### config.mk
export PLATFORM = sky130hd
export DESIGN_NAME = mux_scan_ctrl
export DESIGN_NICKNAME = d
export VERILOG_FILES = /design/src/rtl/mux_scan_ctrl.sv
export SDC_FILE = /design/constraint.sdc
export NUM_CORES = 1
export LEC_CHECK = 0
export ABC_AREA = 1
export CORE_MARGIN = 5
export CORE_UTILIZATION = 49
export CTS_CLUSTER_DIAMETER = 80
export DETAILED_ROUTE_END_ITERATION = 10
export HOLD_SLACK_MARGIN = 0.12
export PLACE_DENSITY_LB_ADDON = 0.05
export SYNTH_ARGS = -nofsm -noshare
export SYNTH_HDL_FRONTEND = slang
export SYNTH_SLANG_ARGS = --single-unit
### constraint.sdc
create_clock -name clk -period 1.8 [get_ports clk]
set_input_delay 0.36 -clock clk [delete_from_list [all_inputs] [get_ports clk]]
set_output_delay 0.36 -clock clk [all_outputs]
set_load 0.1 [all_outputs]
### src/rtl/mux_scan_ctrl.sv
// rtl/mux_scan_ctrl.sv - round-robin 4-channel scanner driving a 4-to-1 mux select
//
// Purpose:
//   Arbitrates among four level-sensitive requesters, drives the mux41
//   select, waits SETTLE cycles, then captures the mux output into a
//   valid-qualified result and acknowledges the served channel.
//
// Parameters:
//   W       data width of the mux inputs/output
//   SETTLE  cycles the select is held before capture (1..15)
//
// Ports:
//   clk       rising-edge clock
//   rst       asynchronous active-high reset
//   en        scan enable; gates new grants only
//   req[3:0]  per-channel request (bit0=a .. bit3=d)
//   y         mux41 output, selected by s
//   s         mux41 select, registered
//   dout      captured data
//   dout_ch   channel index of dout
//   dout_vld  one-cycle pulse when dout/dout_ch update
//   ack[3:0]  one-hot one-cycle pulse to the served channel
//   busy      high whenever the FSM is not idle

module mux_scan_ctrl #(
    parameter int W      = 4,
    parameter int SETTLE = 1
) (
    input  logic         clk,
    input  logic         rst,
    input  logic         en,
    input  logic [3:0]   req,
    input  logic [W-1:0] y,
    output logic [1:0]   s,
    output logic [W-1:0] dout,
    output logic [1:0]   dout_ch,
    output logic         dout_vld,
    output logic [3:0]   ack,
    output logic         busy
);

    localparam logic [3:0] CNT_INIT = 4'(SETTLE - 1);

    typedef enum logic [1:0] {
        IDLE = 2'd0,
        SEL  = 2'd1,
        CAP  = 2'd2
    } state_t;

    state_t         state, state_n;
    logic [1:0]     ptr, ptr_n;
    logic [3:0]     cnt, cnt_n;
    logic [1:0]     s_n;
    logic [W-1:0]   dout_n;
    logic [1:0]     dout_ch_n;
    logic           dout_vld_n;
    logic [3:0]     ack_n;

    logic [1:0]     winner;
    logic [1:0]     idx;
    logic           found;

    // Rotating priority search: first set request at ptr, ptr+1, ... (mod 4).
    always_comb begin
        winner = ptr;
        found  = 1'b0;
        idx    = ptr;
        for (int i = 0; i < 4; i++) begin
            idx = ptr + i[1:0];
            if (!found && req[idx]) begin
                winner = idx;
                found  = 1'b1;
            end
        end
    end

    always_ff @(posedge clk or posedge rst) begin
        if (rst) begin
            state    <= IDLE;
            ptr      <= 2'd0;
            cnt      <= 4'd0;
            s        <= 2'd0;
            dout     <= '0;
            dout_ch  <= 2'd0;
            dout_vld <= 1'b0;
            ack      <= 4'd0;
        end else begin
            state    <= state_n;
            ptr      <= ptr_n;
            cnt      <= cnt_n;
            s        <= s_n;
            dout     <= dout_n;
            dout_ch  <= dout_ch_n;
            dout_vld <= dout_vld_n;
            ack      <= ack_n;
        end
    end

    always_comb begin
        state_n    = state;
        ptr_n      = ptr;
        cnt_n      = cnt;
        s_n        = s;
        dout_n     = dout;
        dout_ch_n  = dout_ch;
        dout_vld_n = 1'b0;
        ack_n      = 4'd0;
        case (state)
            IDLE: begin
                // s is left on its last value while idle
                if (en && (req != 4'd0)) begin
                    s_n     = winner;
                    cnt_n   = CNT_INIT;
                    state_n = SEL;
                end
            end
            SEL: begin
                if (cnt == 4'd0) begin
                    state_n = CAP;
                end else begin
                    cnt_n = cnt - 4'd1;
                end
            end
            CAP: begin
                dout_n     = y;
                dout_ch_n  = s;
                dout_vld_n = 1'b1;
                ack_n      = 4'b0001 << s;
                ptr_n      = s + 2'd1;
                state_n    = IDLE;
            end
            default: state_n = IDLE;
        endcase
    end

    assign busy = (state != IDLE);

endmodule

# Word-level counts from Yosys, hierarchy flattened

Index checks and enable logic that the tools add are counted.

Register bits: 21
Bits of input ports: 11
Output and inout bits: 14
Word-level logic and storage cells: 60

Shifts and indexed selects: 1
Reductions and logical operators: 15
Add/sub/neg operators: 5
Eq/ne operators: 5
Order comparisons: 4
Multiplexer cells: 22

Operators by type and width:

| cell                  | number |
|---|---|
| $lt A2 B3 Y1 const B  | 4 |
| $mux W4               | 3 |
| $mux W2               | 5 |
| $bmux W1 S2           | 4 |
| $mux W1               | 8 |
| $pmux W4 S2           | 1 |
| $ne A2 B2 Y1 const B  | 3 |
| $add A2 B1 Y2 const B | 2 |
| $add A2 B2 Y2 const B | 2 |
| $logic_and A1 B1 Y1   | 4 |
| $logic_not A4 Y1      | 1 |
| $pmux W2 S2           | 1 |
| $reduce_and A2 Y1     | 2 |
| $reduce_bool A2 Y1    | 2 |
| $reduce_bool A4 Y1    | 1 |
| $shl A1 B2 Y4 const A | 1 |
| $sub A4 B1 Y4 const B | 1 |
| $logic_not A1 Y1      | 3 |
| $reduce_and A3 Y1     | 1 |
| $eq A2 B1 Y1 const B  | 1 |
| $eq A2 B2 Y1 const B  | 1 |
| $logic_not A2 Y1      | 1 |

# Depth between registers and ports, before layout

Gate-level depths: netlist of run 1.

Word-level depth: 12
Gate-level depth with buffers: 13
Mapped depth without buffers: 12

# Worst setup path before layout of run 1

Ideal clock, no wire load.

Path kind: reg-to-reg
From: register s[0]
To: register ptr[1]
Data arrival time: 1566 ps
Setup time: 127 ps
Data required time: 1673 ps
Path buffers: 0
Clock period less this slack: 1693 ps
Setup slack: 107 ps
Cell stages (with the launch flop): 5
Cell sequence: dfrtp_1 -> inv_1 -> ha_1 -> nand2_1 -> o21ai_0

Word-level cells in the longest chain between the ends: 1

RTL lines:

| what                   | line | source |
|---|---|---|
| start, declared        | 34   | `output logic [1:0] s,` |
| start signal, assigned | 91   | `s <= s_n;` |
| $add A2 B1 Y2          | 129  | `ptr_n = s + 2'd1;` |
| end signal, assigned   | 89   | `ptr <= ptr_n;` |
| end, declared          | 51   | `logic [1:0] ptr, ptr_n;` |

Every way passes these cells.
A chain may end at the register's enable or synchronous reset.

# Worst setup path in the final report of run 1

From: register ptr[0]
To: register s[1]

Word-level cells in the longest chain between the ends: 12
Elaborated cells on any way between the ends: 23
Classes of those cells: 3 x add/sub; 14 x mux; 6 x reduce/logical

RTL lines:

| what                                                   | line | source |
|---|---|---|
| branches (longest 11 deep; another with $add A2 B1 Y2) | n/a  |  |
| $mux W2 *                                              | 70   | `if (!found && req[idx]) begin` |

Mark *: on every way between the ends. The select of a mux whose other input is x is not followed.

==> results.cfg, run 1 <==
[clock_tree]
holdBufCountCts = 0
clkLatencyLatePin_ns = 0.30
cts_buffer_depth = 2
cts_buffers = 3
cts_htree_levels = 1
clock-root-buffer = clkbuf_4
cts_tree = done
clk_pin_slew_ns = 0.12
cts_setup_buffers = 0
clock-sinks = 21
cts_resized = 0

[timing]
tightest_slew_ns = 0.379
maxSlewViolCount = 0
setup_viol = 0
finalCriticalPeriod_ns = 1.62
clock_skew_ns = 0.00536
worst_slack_ns = 0.182
tns_ns = 0
finalHoldViolCount = 0
hold_slack_ns = 0.379
rsz0062_at_grt = false
fin_crit_sh = 0.899
fmax_mhz = 618
slew_headroom = 0.748

[worst_hold_path]
min_path_type = primary input to asynchronous set/reset pin

[routing]
num_vias = 994
vias_per_cell = 4.87
ant_nets = 0
drt_pass1_iterations = 4
wl_per_cell_um = 11.6
first_iter_violations = 22
drc = 0
drt-total-wl_um = 2360

[setup_path]
required_ns = 2.00
arrival_ns = 1.82
crit_path_end_kind = register
critical_path.max_fanout = 10
cp-start-kind = register
critPathKind = register to register

[global_routing]
grt_max_degree = 22
antenna_found_initial = 0
grt_pass1_wl_um = 4040
grt_pass1_vias = 945
gr-total-overflow = 0
grtUsageTotal = 0.152

[synth]
synth_area_um2 = 1140
synth_seq_cells = 21
synth_top_area_cell = dfrtp_1
synthCells = 148
synth_cell_types = 21
synth.area.top_cells = dfrtp_1, nand2_1, ha_1
synth_warnings = 0
ys_seq_area_frac = 0.462
syn_nets = 165
syn-mean-instance-area_um2 = 7.69
synth_top_area_share = 0.462

[finish]
final_common_cell = nand2_1
area_growth_pct = 38.8
layout_common_cells = nand2_1, dfrtp_1, inv_1
post-route-util = 0.714
layout.nets = 194
drive_gt1_frac = 0.165
diodes = 0

[floorplan]
die_h_um = 58.2
num_rows = 17
start_util = 0.515
io_pins = 25
core_um2 = 2210
die_w_um = 58.2
die-area_um2 = 3390

[placement]
io_buffers = 24
place_congestion = 0.725
dp_slack_ns = 0.00443
place_hpwl_um = 1890

[job]
maxCapViolCount = 0

[outcome]
status = finished, final reports clean
-- path summary, 6_finish.rpt --
check                      slack (ns)  startpoint       end  cells after the start
setup / recovery                 0.18      ptr[0]      s[1]                     11
hold reg to reg                  0.50    state[1]  state[1]                      1
hold / removal                   0.38         rst   dout[3]                      3
min in group clk                 0.50    state[1]  state[1]                      1
setup reg to reg                 0.18      ptr[0]      s[1]                     11
max in group asynchronous        1.20         rst      s[1]                      3
-- cell type report --
class | instances | area (um2)
fillers | 188 | 632
well taps | 28 | 35.0
repair buffers | 26 | 395
inverters | 20 | 77.6
flip-flops and latches | 21 | 526
clock buffers | 4 | 26.3
multi-input cells | 105 | 520
-- registers in the layout, summed over array words and instances (netlist names) --
register / count
dout_ch: 2
cnt: 4
dout_vld: 1
dout: 4
ptr: 2
ack: 4
state: 2
s: 2
-- worst max-delay path: stages (launching register included) --
cell     delay, ns
dfrtp_1       0.59
inv_4         0.11
nand2_1       0.09
nand2_1       0.08
nand2_2       0.08
nand2_2       0.08
nor2_4        0.12
nand3_2       0.11
nand2_1       0.09
nand2_1       0.05
nand3_1       0.07
nand2_1       0.05
-- cells in the mapped netlist (all sizes together) --
cell	instances
o21bai	1
o21ai	7
nand3	16
dfrtp	21
nor3	3
a21oi	1
buf	1
inv	19
clkbuf	1
nand2	57
nand3b	1
clkinv	1
ha	6
nor2	13
-- layer usage --
layer | share of wire | vias up | track usage | wire length (um)
li1 | - | 516 | - | -
met1 | 0.43 | 457 | 0.173 | 1020
met2 | 0.52 | 19 | 0.289 | 1230
met3 | 0.041 | 2 | 0.0290 | 97
met4 | 0.0072 | 0 | 0.0364 | 17
met5 | 0 | - | 0 | 0
-- per-stage QoR --
step / instance area, um2 / instances
after floorplan: 1140 / 148
after global placement: 1550 / 200
after detailed placement: 1550 / 200
after global routing: 1580 / 204
final: 1580 / 204
after CTS: 1580 / 204
-- cells by family after synthesis --
family,Yosys count,share of synthesized area
AND/OR/NAND/NOR,90,0.349
buffers and inverters,22,0.0813
flip-flops,21,0.462
AO/OA/AOI/OAI,9,0.0418
adder cells (fa/ha/maj),6,0.0659
Power of run 1 is left out: the tool's default activity adds up to more than one toggle a clock period on the data nets, which glitch-free logic cannot reach.
==> run 2, diff against run 1 <==
- clock period: 1.8 -> 1.7 ns (I/O delays scaled with it)
==> results.cfg, run 2 (same netlist as run 1, synthesis figures left out) <==
[outcome]
status = finished, final reports clean

[placement]
dp_slack_ns = -0.0756
io_buffers = 24
place_congestion = 0.725
place_hpwl_um = 1890

[global_routing]
grt_max_degree = 22
grtUsageTotal = 0.152
grt_pass1_wl_um = 4040
grt_pass1_vias = 945
gr-total-overflow = 0
antenna_found_initial = 0

[timing]
slew_headroom = 0.820
clock_skew_ns = 0.00469
rsz0062_at_grt = false
maxSlewViolCount = 0
finalCriticalPeriod_ns = 1.53
fin_crit_sh = 0.899
finalHoldViolCount = 0
setup_viol = 0
tightest_slew_ns = 0.271
hold_slack_ns = 0.359
fmax_mhz = 654
worst_slack_ns = 0.172

[routing]
num_vias = 991
first_iter_violations = 23
vias_per_cell = 4.86
drc = 0
drt_pass1_iterations = 4
ant_nets = 0
drt-total-wl_um = 2360
wl_per_cell_um = 11.6

[floorplan]
start_util = 0.515
core_um2 = 2210
die_h_um = 58.2
num_rows = 17
io_pins = 25
die_w_um = 58.2
die-area_um2 = 3390

[setup_path]
r2r_cells = 12
arrival_ns = 1.73
crit_chain = inv_4 -> nand2_1 -> nand2_1 -> nand2_1 -> nand2_1 -> nand2_1 -> inv_1 -> nand3_2 -> nand2_1 -> nand2_1 -> nand3_1 -> nand2_1
cp-start-kind = register
startpoint = ptr[0]
slowest_stage = dfrtp_2
r2r-start = ptr[0]
critPathKind = register to register
slowest_delay_ns = 0.51
regToRegSetupSlack_ns = 0.17
r2r-end = s[1]
crit_path_end_kind = register
cp.buffers_inverters = 2
required_ns = 1.90
crit_family = simple AND/OR/NAND/NOR gates
cpMostUsedCell = nand2_1
critical_path.max_fanout = 10

[finish]
post-route-util = 0.715
layout.nets = 194
reg_top3 = ack x4, cnt x4, dout x4
nFillCells = 187
drive_gt1_frac = 0.170
diodes = 0
area_growth_pct = 38.9
final_common_cell = nand2_1
layout_common_cells = nand2_1, dfrtp_1, inv_1

[clock_tree]
cts_buffers = 3
clkLatencyLatePin_ns = 0.30
holdBufCountCts = 0
cts_htree_levels = 1
clock-root-buffer = clkbuf_4
clk_pin_slew_ns = 0.12
cts_buffer_depth = 2
clock-sinks = 21
cts_tree = done

[worst_hold_path]
min_path_type = primary input to asynchronous set/reset pin

[job]
maxCapViolCount = 0
run 2: worst register-to-register path, delay by kind of cell, from the launching register on:
kind	cells	cell delay, ns
buf+inv	2	0.21
flops	1	0.51
simple gates	10	0.71
run 2: layer usage:
| layer | part of all wire | global-route usage |
|---|---|---|
| met1 | 0.43 | 0.173 |
| met2 | 0.52 | 0.289 |
| met3 | 0.039 | 0.0290 |
| met4 | 0.0072 | 0.0364 |
| met5 | 0 | 0 |
run 2: how the worst max path moves through the flow:
stage	endpoint	slack (ns)	cells past startpoint
global route	s[1]	0.04	12
global placement	s[0]	0.003	10
finish	s[1]	0.17	12
CTS	s[1]	0.10	11
detailed placement	s[1]	-0.08	10
floorplan	ptr[1]	0.007	4
run 2: final cells by class:
| cell class | count | area [um2] | area share |
|---|---|---|---|
| clock buffer | 4 | 26.3 | 0.0166 |
| inverter | 20 | 77.6 | 0.0491 |
| multi-input combinational | 105 | 520 | 0.329 |
| sequential | 21 | 527 | 0.333 |
| tap | 28 | 35.0 | 0.0222 |
| timing repair buffer | 26 | 395 | 0.250 |
run 2: stage by stage:
step	TNS (ns)	cells	instance area [um2]
after floorplan	0	148	1140
after global placement	0	200	1550
after detailed placement	-0.110	200	1550
after CTS	0	204	1580
after global routing	0	204	1580
final	0	204	1580
run 2: timing repair:
item,CTS,global route
gates resized for setup,0,1
endpoints found under the setup margin,0,2
hold endpoints to repair,0,0
setup buffers,0,0
Power of run 2 is left out for the same reason.
==> run 3, diff against run 2 <==
- CTS_CLUSTER_SIZE: unset -> 16
==> results of run 3 <==
The final DEF is identical to that of run 2; final timing and power are the same.
Power of run 3 is left out for the same reason.
